### src/rtl/strategy_config.sv
// Strategy configuration block: host command bytes fill shadow registers,
// which are copied to the active outputs on a frame boundary after commit.
package strategy_pkg;
  typedef struct packed {
    logic [3:0] mode;
    logic [7:0] gain;
    logic [7:0] offset;
  } parameters_t;
endpackage

module strategy_config
  import strategy_pkg::*;
#(
  parameter int NUM_STRATEGIES = 3,
  parameter int TIMEOUT        = 65535,
  parameter int PAR_BYTES      = ($bits(parameters_t) + 7) / 8
) (
  input  logic        clock,
  input  logic        reset,
  input  logic [7:0]  cmd_data,
  input  logic        cmd_valid,
  output logic        cmd_ready,
  input  logic        frame_start,
  input  logic        err_clr,
  output logic [7:0]  strategy_sel,
  output parameters_t par,
  output logic        applied,
  output logic [7:0]  commit_cnt,
  output logic [2:0]  err
);

  localparam int PW = $bits(parameters_t);
  localparam int SW = PAR_BYTES * 8;
  localparam logic [8:0]  NS_LIM   = 9'(NUM_STRATEGIES);
  localparam logic [8:0]  PB_LIM   = 9'(PAR_BYTES);
  localparam logic [15:0] TMO_LAST = 16'(TIMEOUT - 1);

  typedef enum logic [2:0] {
    IDLE,
    GET_SEL,
    GET_ADDR,
    GET_DATA,
    WAIT_COMMIT
  } state_t;

  state_t      state_q, state_d;
  logic [7:0]  sel_sh_q, sel_sh_d;
  parameters_t par_sh_q, par_sh_d;
  logic [7:0]  addr_q, addr_d;
  logic [15:0] tmo_q, tmo_d;
  logic [7:0]  sel_q, sel_d;
  parameters_t par_q, par_d;
  logic        applied_q, applied_d;
  logic [7:0]  cnt_q, cnt_d;
  logic [2:0]  err_q, err_d;
  logic [2:0]  err_set;
  logic [SW-1:0] wide;
  logic        xfer;

  assign cmd_ready    = (state_q != WAIT_COMMIT);
  assign xfer         = cmd_valid && cmd_ready;
  assign strategy_sel = sel_q;
  assign par          = par_q;
  assign applied      = applied_q;
  assign commit_cnt   = cnt_q;
  assign err          = err_q;

  always_comb begin
    state_d   = state_q;
    sel_sh_d  = sel_sh_q;
    par_sh_d  = par_sh_q;
    addr_d    = addr_q;
    tmo_d     = tmo_q;
    sel_d     = sel_q;
    par_d     = par_q;
    applied_d = 1'b0;
    cnt_d     = cnt_q;
    err_set   = 3'b000;
    wide      = '0;
    wide[PW-1:0] = par_sh_q;

    unique case (state_q)
      IDLE: begin
        if (xfer) begin
          unique case (1'b1)
            (cmd_data == 8'h01): state_d = GET_SEL;
            (cmd_data == 8'h02): state_d = GET_ADDR;
            (cmd_data == 8'h03): begin
              state_d = WAIT_COMMIT;
              tmo_d   = 16'd0;
            end
            default: err_set[0] = 1'b1;
          endcase
        end
      end
      GET_SEL: begin
        if (xfer) begin
          if ({1'b0, cmd_data} < NS_LIM) begin
            sel_sh_d = cmd_data;
          end else begin
            err_set[1] = 1'b1;
          end
          state_d = IDLE;
        end
      end
      GET_ADDR: begin
        if (xfer) begin
          addr_d  = cmd_data;
          state_d = GET_DATA;
        end
      end
      GET_DATA: begin
        if (xfer) begin
          if ({1'b0, addr_q} < PB_LIM) begin
            for (int i = 0; i < PAR_BYTES; i++) begin
              if (addr_q == 8'(i)) wide[i*8 +: 8] = cmd_data;
            end
            par_sh_d = wide[PW-1:0];
          end else begin
            err_set[1] = 1'b1;
          end
          state_d = IDLE;
        end
      end
      WAIT_COMMIT: begin
        // A frame boundary wins over a coincident timeout expiry.
        if (frame_start) begin
          sel_d     = sel_sh_q;
          par_d     = par_sh_q;
          applied_d = 1'b1;
          cnt_d     = cnt_q + 8'd1;
          state_d   = IDLE;
        end else if (tmo_q == TMO_LAST) begin
          err_set[2] = 1'b1;
          state_d    = IDLE;
        end else begin
          tmo_d = tmo_q + 16'd1;
        end
      end
      default: state_d = IDLE;
    endcase

    err_d = (err_q & ~{3{err_clr}}) | err_set;
  end

  always_ff @(posedge clock or negedge reset) begin
    if (!reset) begin
      state_q   <= IDLE;
      sel_sh_q  <= 8'd0;
      par_sh_q  <= '0;
      addr_q    <= 8'd0;
      tmo_q     <= 16'd0;
      sel_q     <= 8'd0;
      par_q     <= '0;
      applied_q <= 1'b0;
      cnt_q     <= 8'd0;
      err_q     <= 3'b000;
    end else begin
      state_q   <= state_d;
      sel_sh_q  <= sel_sh_d;
      par_sh_q  <= par_sh_d;
      addr_q    <= addr_d;
      tmo_q     <= tmo_d;
      sel_q     <= sel_d;
      par_q     <= par_d;
      applied_q <= applied_d;
      cnt_q     <= cnt_d;
      err_q     <= err_d;
    end
  end

endmodule

### config.mk
export PLATFORM = sky130hd
export DESIGN_NAME = strategy_config
export DESIGN_NICKNAME = d
export VERILOG_FILES = /design/src/rtl/strategy_config.sv
export SDC_FILE = /design/constraint.sdc
export NUM_CORES = 1
export LEC_CHECK = 0
export CAP_MARGIN = 5
export CELL_PAD_IN_SITES_DETAIL_PLACEMENT = 1
export CELL_PAD_IN_SITES_GLOBAL_PLACEMENT = 1
export CORE_MARGIN = 2
export CORE_UTILIZATION = 45
export DETAILED_ROUTE_END_ITERATION = 6
export GPL_TIMING_DRIVEN = 0
export PLACE_DENSITY = 0.84
export SETUP_SLACK_MARGIN = 0.5
export SLEW_MARGIN = 40
export SYNTH_ARGS = -nofsm -noshare
export SYNTH_HDL_FRONTEND = slang
export SYNTH_SLANG_ARGS = --single-unit
### constraint.sdc
create_clock -name clock -period 3.1 [get_ports clock]
set_input_delay 0.31 -clock clock [delete_from_list [all_inputs] [get_ports clock]]
set_output_delay 0.31 -clock clock [all_outputs]
set_load 0.1 [all_outputs]
==> impl.org, run 1 <==
** Outcome
- Run status :: finished, final reports clean

** Timing
- The number of pins with negative max-slew slack in the final report is 0.
- In this run the tightest slew margin relative to its limit is 52.54%.
- Setup repair after global routing left no endpoint under its margin.
- Final hold violations :: 0
- After layout, the minimum clock period comes to 2.335 ns.
- Setup TNS :: 0 ns
- Timing would allow up to 428.2 MHz.
- For the final database, setup skew stands at 0.01453 ns.
- In the finished design, the share of the clock period the worst path needs comes to 75.34%.
- Measured slew at the worst slew-check pin :: 0.7080 ns
- Total setup violations reported at the end of the flow :: 0

** Clocking
- Post-CTS timing repair inserted 0 buffers for setup.
- Clock buffer count from CTS :: 9
- CTS tree :: yes
- The tree built by TritonCTS fans out to 95 sinks.
- The clock passes through at most 2 buffers.
- CTS H-Tree Depth :: 3
- CTS root buf :: sky130_fd_sc_hd__clkbuf_8
- Number of gates resized after CTS :: 0
- The clock reaches the later pin of the worst-skew pair after 0.37 ns.
- CTS clock-pin slew for the worst setup and hold paths :: 0.10 ns
- Quantity of hold-fixing buffers added after cts :: 1

** Floorplanning
- Die X-Extent :: 98.95 um
- Die Area :: 9790 um^2
- For this configuration, the core starts out at a cell density of 46.51%.
- The total area inside the core boundary comes to 8721 um^2.
- Number of top-level design ports :: 54
- Y dimension of the die :: 98.95 um
- The initialized floorplan defines 34 standard-cell rows.

** Detailed routing
- After detailed routing, the number of remaining DRC violations is 0.
- Dividing the detail-routed wire length by the instance count gives 18.46 um.
- The routed layout has 2,817 vias.
- Total wire length after detailed routing :: 9192 um
- Using the TritonRoute via totals, the vias-per-cell ratio works out to 5.657.
- In this run the remaining antenna-violating nets after routing total 0.
- Pre-Repair DR Iteration Count :: 4
- Iter 0 DRT Violations :: 72

** Global routing
- Initial antenna violation count :: 0
- For this run, the total global-route usage over all layers was measured as 19.83%.
- Entering global routing, the biggest net connects 79 pins.
- The number of global-route vias before repair is 2,960.
- First-pass GRT wire length :: 15,280 um
- Remaining Overflow, GRT :: 0

** Worst setup path
- In this run the worst path has a maximum fanout of 10.
- For the worst setup path, the data arrival time is 2.57 ns.
- Counting cells, the worst reg-to-reg path comes to 4.
- Worst path required time :: 3.34 ns
- Flop-to-flop setup slack :: 0.85 ns
- CP endpoint kind :: register
- Crit Path Category :: in2reg
- In this run the critical register-to-register path is launched from addr_q[5].
- CP startpoint kind :: input port
- Worst reg2reg endpoint :: par_sh_q[4]

** Power and ir drop
- IR drop worst, VDD :: 0.2003 mV
- Pwr Total :: 2541 uW
- Leakage power total :: 0.002359 uW
- For this design the ratio of total power to cell area is 535.7 nW/um^2.

** Place
- Once detailed placement completed, the half-perimeter wirelength came to 6412 um.
- During placement, the flow inserted port buffers numbering 51.
- Cell count after placement :: 481
- The congestion estimate from routability-driven global placement came to 0.8123.

** Synth
- Number of flops mapped to enable cells by yosys :: 0
- After synthesis, the mean cell area works out to 12.64 um^2.
- Among all flip-flop cells after synthesis, the most frequent one is sky130_fd_sc_hd__dfrtp_1.
- Number of instances in the synthesized netlist :: 321
- Post-synthesis async set-or-reset flop share :: 100.0%
- Yosys printed 0 warnings.
- The synthesized netlist contains 49 unique library cells.
- Combined area of all synthesized cells :: 4056 um^2
- In this run, synthesis produced a sequential element count of 95.
- Fraction of the yosys area taken by sequential cells :: 58.61%
- Syn nets :: 337

** Finish
- For this run, the post-layout net count is 401.
- Of the cells placed in the final design, the portion with a size suffix greater than 1 is 35.13%.
- Fill cells :: 904
- Post-Layout Cell Count :: 498
- Core occupancy in the finished layout :: 54.40%
- 0 antenna diodes ended up in the layout.
- Compared with the post-synthesis result, the final layout area differs by 16.96%.

** Hold path
- The worst hold path belongs to the class in2async.

** Run
- Total of max-cap violations :: 0
[Yosys cell counts (4+ instances only)]
master / n / area, um^2
sky130_fd_sc_hd__a21oi_1: 10 / 50.05
sky130_fd_sc_hd__and2_1: 7 / 43.79
sky130_fd_sc_hd__buf_2: 8 / 40.04
sky130_fd_sc_hd__clkbuf_1: 4 / 15.01
sky130_fd_sc_hd__dfrtp_1: 95 / 2377
sky130_fd_sc_hd__inv_1: 7 / 26.28
sky130_fd_sc_hd__mux2_2: 59 / 664.4
sky130_fd_sc_hd__nand2_1: 22 / 82.58
sky130_fd_sc_hd__nand3_1: 14 / 70.07
sky130_fd_sc_hd__nand4_1: 8 / 50.05
sky130_fd_sc_hd__nor2_1: 14 / 52.55
sky130_fd_sc_hd__o211ai_1: 4 / 30.03
sky130_fd_sc_hd__o21ai_0: 10 / 50.05
sky130_fd_sc_hd__or4_1: 5 / 37.54
sky130_fd_sc_hd__xnor2_1: 5 / 43.79
[per-layer routing]
| layer | wire length [um] | up-vias | GRT usage [%] |
|---|---|---|---|
| li1 | - | 1288 | - |
| met1 | 4180 | 1461 | 26.80 |
| met2 | 4573 | 53 | 32.64 |
| met3 | 279 | 15 | 2.837 |
| met4 | 159 | 0 | 7.482 |
| met5 | 0 | - | 0 |
[power breakdown]
part,internal (uW),total [uW],switching [uW]
combinational,103,305,202
clock,403,852,449
sequential,1320,1380,65.4
[state kept, by name, summed over array words and instances (netlist names)]
name / flops
par: 20
par_sh_q: 20
tmo_q: 16
addr_q: 8
commit_cnt: 8
sel_sh_q: 8
strategy_sel: 8
err: 3
state_q: 3
applied: 1
[cells by family (layout without fill, tap and decap cells)]
| group | after synthesis | count (layout) | share of synthesized area [%] |
|---|---|---|---|
| buffers and inverters | 21 | 90 | 2.375 |
| AND/OR/NAND/NOR | 94 | 94 | 13.51 |
| XOR/XNOR | 7 | 7 | 1.511 |
| multiplexers | 59 | 59 | 16.38 |
| flip-flops | 95 | 95 | 58.61 |
| AO/OA/AOI/OAI | 42 | 42 | 6.694 |
| adder cells (fa/ha/maj) | 3 | 3 | 0.9255 |
[placed cells by master, fill, tap and decap left out, types with 2 or more instances in the layout]
cell	count
sky130_fd_sc_hd__o31ai_1	3
sky130_fd_sc_hd__nand3_1	14
sky130_fd_sc_hd__buf_2	49
sky130_fd_sc_hd__mux2_2	59
sky130_fd_sc_hd__ha_1	3
sky130_fd_sc_hd__xor2_1	2
sky130_fd_sc_hd__nand2_1	22
sky130_fd_sc_hd__xnor2_1	5
sky130_fd_sc_hd__inv_1	7
sky130_fd_sc_hd__o311ai_0	3
sky130_fd_sc_hd__clkdlybuf4s50_1	9
sky130_fd_sc_hd__or3_2	2
sky130_fd_sc_hd__inv_6	2
sky130_fd_sc_hd__clkbuf_8	10
sky130_fd_sc_hd__o21ai_0	10
sky130_fd_sc_hd__dfrtp_1	95
sky130_fd_sc_hd__nand4_1	8
sky130_fd_sc_hd__o21bai_1	2
sky130_fd_sc_hd__and3_1	3
sky130_fd_sc_hd__nor2_1	14
sky130_fd_sc_hd__a22o_1	2
sky130_fd_sc_hd__o211ai_1	4
sky130_fd_sc_hd__nor3b_1	2
sky130_fd_sc_hd__a21oi_1	10
sky130_fd_sc_hd__nor4_2	2
sky130_fd_sc_hd__nor4b_1	2
sky130_fd_sc_hd__or4_1	5
sky130_fd_sc_hd__clkbuf_1	5
sky130_fd_sc_hd__and2_1	7
[critical path: stages]
cell and delay [ns]:
sky130_fd_sc_hd__clkdlybuf4s50_1 0.53, sky130_fd_sc_hd__nor4_2 0.44, sky130_fd_sc_hd__a31oi_1 0.13, sky130_fd_sc_hd__or4_1 0.43, sky130_fd_sc_hd__clkbuf_1 0.21, sky130_fd_sc_hd__buf_2 0.24
sky130_fd_sc_hd__o21ai_0 0.18, sky130_fd_sc_hd__o31ai_1 0.10
[stage by stage]
stage          hold WS, ns  setup WS, ns  area [um^2]
2_1_floorplan      0.01441         1.083         4056
3_3_place_gp        0.4621        -1.751         4702
3_5_place_dp        0.1448        0.4017         4529
4_1_cts             0.3387        0.7580         4745
5_1_grt             0.3452        0.6388         4745
6_report            0.3405        0.7646         4745
[worst max path at each step]
stage	end	cells after the start	from	slack, ns
after floorplan	tmo_q[12]	7	state_q[0]	1.08
after global placement	par[4]	1	reset	-1.75
after detailed placement	tmo_q[8]	8	cmd_data[2]	0.40
after CTS	tmo_q[7]	8	cmd_data[2]	0.76
after global routing	tmo_q[7]	8	cmd_data[2]	0.64
final	tmo_q[7]	8	cmd_data[2]	0.76
[final cells by class]
type,instances,area (um^2),share of cell area [%]
timing repair buffer,53,347.8,7.331
clock inverter,5,63.81,1.345
buffer,13,66.31,1.398
clock buffer,11,141.4,2.980
sequential,95,2377,50.11
tap,108,135.1,2.848
inverter,8,30.03,0.6329
multi-input combinational,205,1583,33.36
Note: power is estimated with default switching activity, not from simulation.
==> run 2, diff against run 1 <==
--- a/config.mk
+++ b/config.mk
@@ -9,10 +9,10 @@
 export CELL_PAD_IN_SITES_DETAIL_PLACEMENT = 1
 export CELL_PAD_IN_SITES_GLOBAL_PLACEMENT = 1
 export CORE_MARGIN = 2
-export CORE_UTILIZATION = 45
+export CORE_UTILIZATION = 40
 export DETAILED_ROUTE_END_ITERATION = 6
 export GPL_TIMING_DRIVEN = 0
-export PLACE_DENSITY = 0.84
+export PLACE_DENSITY = 0.79
 export SETUP_SLACK_MARGIN = 0.5
 export SLEW_MARGIN = 40
 export SYNTH_ARGS = -nofsm -noshare
==> constraint.sdc (replaced) <==
create_clock -name clock -period 2.1 [get_ports clock]
set_input_delay 0.21 -clock clock [delete_from_list [all_inputs] [get_ports clock]]
set_output_delay 0.21 -clock clock [all_outputs]
set_load 0.1 [all_outputs]
==> run 2 against run 1 <==
Net effect: via count up 12%; register-to-register slack worse by 0.76 ns; global-route usage up 2.5 points; clock power up 48%; count of clock-buffer cells in the layout up 3; critical path type is now reg2reg.
==> impl.org, run 2 (synthesis gave the netlist of run 1 again) <==
** Floorplanning
- The floorplan step defined a core boundary enclosing 9819 um^2.
- Measured along the x axis, the die boundary spans 104.7 um.
- Die Area :: 10,960 um^2
- Row generation in the floorplan step produced 36 rows.
- Number of top-level design ports :: 54
- For this configuration, the core starts out at a cell density of 41.31%.
- Y dimension of the die :: 104.7 um

** Global routing
- Summed over all layers, the global routing overflow is 0.
- Via count of the first global-routing pass :: 3,399
- Global router's overall resource usage :: 22.35%
- The first global-routing pass estimated 18,980 um of wire.
- The initial antenna violation count came to 0.
- Entering global routing, the biggest net connects 57 pins.

** Timing
- Measured against its own limit, the worst slew margin works out to 62.14%.
- Setup repair after global routing could not meet its margin everywhere.
- Crit path time final :: 2.014 ns
- Final hold violations :: 0
- Measured slew at the worst slew-check pin :: 0.5679 ns
- Final hold slack :: 0.1765 ns
- Between clock sinks in the finished design, the worst skew comes to 0.008688 ns.
- The worst path meets setup with 0.08642 ns of slack.
- Setup violations remaining at the end of the flow were counted as 0.
- Derived from the worst setup path, the maximum achievable clock frequency is 496.6 MHz.
- Final Cycle Share :: 95.88%
- The number of pins with negative max-slew slack in the final report was 0.

** Worst setup path
- The worst setup path is launched from a register.
- Flop-to-flop setup slack :: 0.09 ns
- Data arrives at the worst endpoint at 2.25 ns.
- Critical path's largest stage delay :: 0.51 ns
- For the worst setup path, the data required time is 2.34 ns.
- The number of cells on the worst reg-to-reg path is 7.
- Count of buffering cells on the critical path with inverters included :: 2
- Crit Path Category :: reg2reg
- CP endpoint kind :: register
- Series of cell instances along the critical path :: nor2b_2 > a21oi_1 > or4_4 > buf_8 > buf_12 > nand2_1 > o311ai_2
- In this run the worst setup path begins at state_q[2].
- Reg-to-reg startpoint :: state_q[2]
- On the critical path, the stage with the largest delay is an instance of sky130_fd_sc_hd__or4_4.
- Crit-path max FO :: 10
- On the critical path the largest part of the delay comes from simple AND/OR/NAND/NOR gates.
- Worst reg2reg endpoint :: tmo_q[5]

** Place
- Area after detailed placement :: 4873 um^2
- Count of port buffers added during placement :: 51
- Prior to clock tree synthesis, the placed netlist has a worst setup slack of -0.3650 ns.
- Weighted congestion at the end of routability-driven global placement :: 0.7868
- Hpwl dp :: 6700 um

** Clocking
- Clock-pin slew was measured on the worst setup and hold paths at 0.09 ns.
- The H-tree was split into 3 levels.
- CTS root buf :: sky130_fd_sc_hd__clkbuf_8
- Clock buffer count from CTS :: 9
- At the later pin of the worst-skew pair, clock insertion delay measures 0.37 ns.
- The clock passes through at most 2 buffers.
- CTS tree :: yes
- Clock Sinks :: 95

** Hold path
- Class of the tightest hold or removal check :: in2reg
- The worst hold path begins at cmd_data[6].
- Cell count of the worst hold path :: 2
- Worst Hold End :: par_sh_q[6]

** Finish
- Leading cell type in the layout, fill and taps excluded :: sky130_fd_sc_hd__dfrtp_1
- The repair_antennas step left the layout with diodes totalling 0.
- Counting the fill cells in the layout gives 1,004.
- Synthesis-to-finish area growth :: 45.50%
- The post-route netlist has 56.38% of its cells at a drive strength greater than 1.
- The finished cells cover 5902 um^2.
- Commonest cells after routing, fill and taps aside :: sky130_fd_sc_hd__dfrtp_1, sky130_fd_sc_hd__buf_2, sky130_fd_sc_hd__buf_4, sky130_fd_sc_hd__mux2_4, sky130_fd_sc_hd__mux2_2
- The net count of the finished layout is 458.

** Outcome
- The flow ran to the end, and the final reports show no timing, DRC or antenna violations.

** Power and ir drop
- Power comes to 4006 uW.
- Int Pwr :: 2849 uW
- Power density normalized to cell area :: 678.8 nW/um^2
- In this run switching power makes up 28.88% of total power.
- NetSw :: 1157 uW
- Of the total power, the clock network draws 31.6%.
- IR drop worst, VDD :: 0.3304 mV
- For this design the static power due to leakage is 0.002800 uW.
- Sequential share of power :: 51.7%
- Combinational power share :: 16.7%

** Detailed routing
- Pre-Repair DR Iteration Count :: 4
- In this run the remaining antenna-violating nets after routing total 0.
- Total via count after detailed routing :: 3,166
- Via-to-Cell Ratio :: 5.459
- The first routing iteration left 175 violations.
- The routed design has 12,730 um of wire.
- Routed length per placed instance :: 21.95 um
- DRC violations left :: 0

** Run
- Total of max-cap violations :: 0
==> run 2: cell count changes in the layout (fill, tap and decap cells not counted), sizes merged <==
cell / previous run / this run
buf: 52 / 111
clkdlybuf4s50: 9 / 5
dlygate4sd2: 0 / 1
inv: 10 / 8
clkbuf: 15 / 19
clkinvlp: 1 / 0
==> run 2: cell type report <==
class / count / area [um^2] / share of cell area (%)
Sequential cell: 95 / 2389 / 40.47
Buffer: 13 / 182.7 / 3.095
Clock inverter: 2 / 38.79 / 0.6572
Multi-Input combinational cell: 205 / 2008 / 34.03
Clock buffer: 14 / 162.7 / 2.756
Timing Repair Buffer: 110 / 917.1 / 15.54
Tap cell: 133 / 166.4 / 2.820
Inverter: 8 / 37.54 / 0.6360
==> run 2: layer usage <==
metal | global-route usage [%] | vias to the layer above | part of all wire [%]
li1 | - | 1405 | -
met1 | 28.65 | 1661 | 44
met2 | 38.66 | 80 | 51
met3 | 4.304 | 20 | 3.2
met4 | 6.381 | 0 | 2.1
met5 | 0 | - | 0
==> run 2: what timing repair did <==
action	in CTS	in global routing
setup endpoints to repair	91	91
cloned	4	0
hold buffers	1	0
pin swaps	16	13
resized for setup	57	35
endpoints found under the hold margin	39	0
setup buffers	38	15
==> run 2: worst max path at each step <==
stage                         end  slack, ns  depth (start not counted)
floorplan               tmo_q[12]       0.29                          7
global placement    commit_cnt[0]      -2.99                          1
detailed placement    sel_sh_q[0]      -0.37                          6
CTS                   par_sh_q[3]       0.25                          6
global route             tmo_q[5]       0.03                          7
finish                   tmo_q[5]       0.09                          7
==> run 2: stage by stage <==
stage	std cells	TNS (ns)	util, %
after floorplan	321	0	-
after global placement	505	-259.70	51.43
after detailed placement	506	-8.111	49.63
after CTS	565	0	57.91
after global routing	580	0	60.10
final	580	0	60.10
==> run 2: power by group through the flow <==
stage          registers [uW]  clock network (uW)  logic [uW]
2_1_floorplan            2170                   0         233
3_3_place_gp             2080                   0         478
3_5_place_dp             2090                   0         485
6_report                 2070                1260         669
5_1_grt                  2090                1350         717
4_1_cts                  2060                1270         579
==> run 3, diff against run 2 <==
--- a/config.mk
+++ b/config.mk
@@ -13,7 +13,7 @@
 export DETAILED_ROUTE_END_ITERATION = 6
 export GPL_TIMING_DRIVEN = 0
 export PLACE_DENSITY = 0.79
-export SETUP_SLACK_MARGIN = 0.5
+export REMOVE_ABC_BUFFERS = 1
 export SLEW_MARGIN = 40
 export SYNTH_ARGS = -nofsm -noshare
 export SYNTH_HDL_FRONTEND = slang
==> run 3 against run 2 <==
Net effect: utilization shrank 11 points; setup slack lost 0.037 ns; flip-flop and latch count is the same; sequential power is essentially flat; hold slack gained 0.16 ns.
==> impl.org, run 3 (synthesis gave the netlist of run 1 again) <==
** Timing
- Dividing the final minimum period by the clock period gives 97.64%.
- The number of pins with negative max-slew slack in the final report was 0.
- For the pin with the worst max-slew slack, the measured transition is 0.5017 ns.
- For the finished layout, the period the worst path requires is 2.050 ns.
- On the final layout, the worst clock skew is 0.008066 ns.
- Setup violations remaining at the end of the flow were counted as 0.
- Final hold violations :: 0
- Worst relative slew slack :: 66.78%
- For the final routed database, the setup TNS stands at 0 ns.
- Achievable frequency :: 487.7 MHz

** Clocking
- Clock-pin slew was measured on the worst setup and hold paths at 0.09 ns.
- CTS H-Tree Depth :: 3
- The later pin in the worst-skew pair is clocked with a latency of 0.36 ns.
- No sink is reached through more buffers than the 2 on the longest clock path.
- TritonCTS built the clock tree.
- CTS root buf :: sky130_fd_sc_hd__clkbuf_8
- Clock buffer count from CTS :: 9
- Clock Sinks :: 95

** Global routing
- Initial antenna violation count :: 0
- The first global-routing pass estimated 14,500 um of wire.
- Via count of the first global-routing pass :: 2,927
- Largest net degree at the start of global routing :: 51
- Global router's overall resource usage :: 16.49%
- Remaining Overflow, GRT :: 0

** Finish
- Layout cell share with drive strength beyond 1 :: 38.24%
- Excluding fillers, the count of instances in the completed layout stands at 520.
- Nets@finish :: 398
- Commonest cells after routing, fill and taps aside :: sky130_fd_sc_hd__dfrtp_1, sky130_fd_sc_hd__mux2_2, sky130_fd_sc_hd__buf_2, sky130_fd_sc_hd__nand2_1, sky130_fd_sc_hd__nor2_1
- N_diodes :: 0
- Leaving out fill and tap cells, the most frequent cell in the layout is sky130_fd_sc_hd__dfrtp_1.
- Relative to the synthesized area, the layout overhead comes to 19.86%.

** Power and ir drop
- IR drop worst, VDD :: 0.3026 mV
- For this design the ratio of total power to cell area is 761.5 nW/um^2.
- Leakage power total :: 0.002360 uW

** Detailed routing
- The detailed router finished its first iteration with 113 violations.
- The first TritonRoute pass finished after 4 iterations.
- Via-to-Cell Ratio :: 5.313
- Wires add up to 8815 um.
- DRC violations left :: 0
- For this block, the via count after detailed routing is 2,763.
- The detail route stage leaves a number of antenna-violating nets equal to 0.
- Dividing the detail-routed wire length by the instance count gives 16.95 um.

** Place
- Cell count after placement :: 496
- Summed over all nets, the half-perimeter wirelength after detailed placement is 5989 um.
- Count of port buffers added during placement :: 53
- Routability-driven placement finished with a final weighted congestion of 0.7787.

** Floorplanning
- From left edge to right edge, the die measures 104.7 um.
- Measured along the y axis, the die boundary spans 104.7 um.
- The core region is 9819 um^2.
- The die covers 10,960 um^2.
- Placement row count :: 36
- 54 I/O pins were placed.
- Initial Util :: 41.31%

** Worst setup path
- The critical path is of the reg2reg type.
- Crit-path max FO :: 5
- STA puts the critical path data arrival time at 2.31 ns.
- STA classifies the critical path startpoint as a register.
- STA classifies the critical path endpoint as a register.
- Worst path required time :: 2.36 ns

** Hold path
- Class of the tightest hold or removal check :: in2async

** Run
- Max-cap violations in this run came to 0.

** Outcome
- Run status :: finished, final reports clean
-- run 3: cell type report --
cell class	count	area (um^2)
clock buffers	10	127.6
well taps	133	166.4
multi-input cells	205	1633
flip-flops and latches	95	2380
repair buffers	63	456.7
clock inverters	6	68.82
inverters	8	30.03
fillers	1048	4957
-- run 3: timing repair --
action                                  in CTS  in global routing
hold buffers                                 1                  0
endpoints found under the setup margin      51                 32
endpoints found under the hold margin       45                  0
buffers inserted                             2                  5
gates resized for setup                      4                 11
pin swaps                                    1                  2
-- run 3: final timing paths --
| kind | endpoint | slack, ns | cells past startpoint | startpoint |
|---|---|---|---|---|
| setup reg to reg | tmo_q[13] | 0.05 | 5 | tmo_q[2] |
| max in group asynchronous | par[11] | 1.17 | 3 | reset |
| min in group clock | commit_cnt[7] | 0.48 | 1 | commit_cnt[7] |
| hold reg to reg | commit_cnt[7] | 0.48 | 1 | commit_cnt[7] |
| hold / removal | tmo_q[11] | 0.34 | 2 | reset |
| setup / recovery | tmo_q[13] | 0.05 | 5 | tmo_q[2] |
-- run 3: power breakdown --
group	internal, uW	leakage (uW)	switching, uW
registers	1950	0.00128	130
clock network	557	0.0000968	648
logic	155	0.000985	264
total	2660	0.00236	1040
-- run 3: worst max-delay path, cell delays in order, from the launching register on --
cell and delay (ns):
sky130_fd_sc_hd__dfrtp_1 0.42, sky130_fd_sc_hd__nand4_1 0.23, sky130_fd_sc_hd__or3_2 0.60, sky130_fd_sc_hd__nor4b_2 0.35, sky130_fd_sc_hd__o21bai_1 0.11, sky130_fd_sc_hd__a22o_1 0.23
-- run 3: metrics by stage --
| step | instance area (um^2) | setup slack (ns) | hold WS, ns | util (%) | total power, uW |
|---|---|---|---|---|---|
| after detailed placement | 4539 | -0.5851 | 0.1641 | 46.23 | 2512 |
| after floorplan | 3990 | -0.3589 | -0.08559 | - | 2344 |
| after global routing | 4862 | -0.06548 | 0.3706 | 49.52 | 3867 |
| final | 4862 | 0.04965 | 0.3411 | 49.52 | 3702 |
| after global placement | 4687 | -2.610 | 0.4631 | 47.73 | 2496 |
| after CTS | 4777 | 0.0001381 | 0.3319 | 48.65 | 3730 |
-- run 3: metal layers --
layer | routed length, um | global-route usage, % | up-vias
li1 | - | - | 1279
met1 | 3981 | 21.43 | 1439
met2 | 4442 | 27.08 | 36
met3 | 278 | 3.431 | 9
met4 | 112 | 6.571 | 0
met5 | 0 | 0 | -
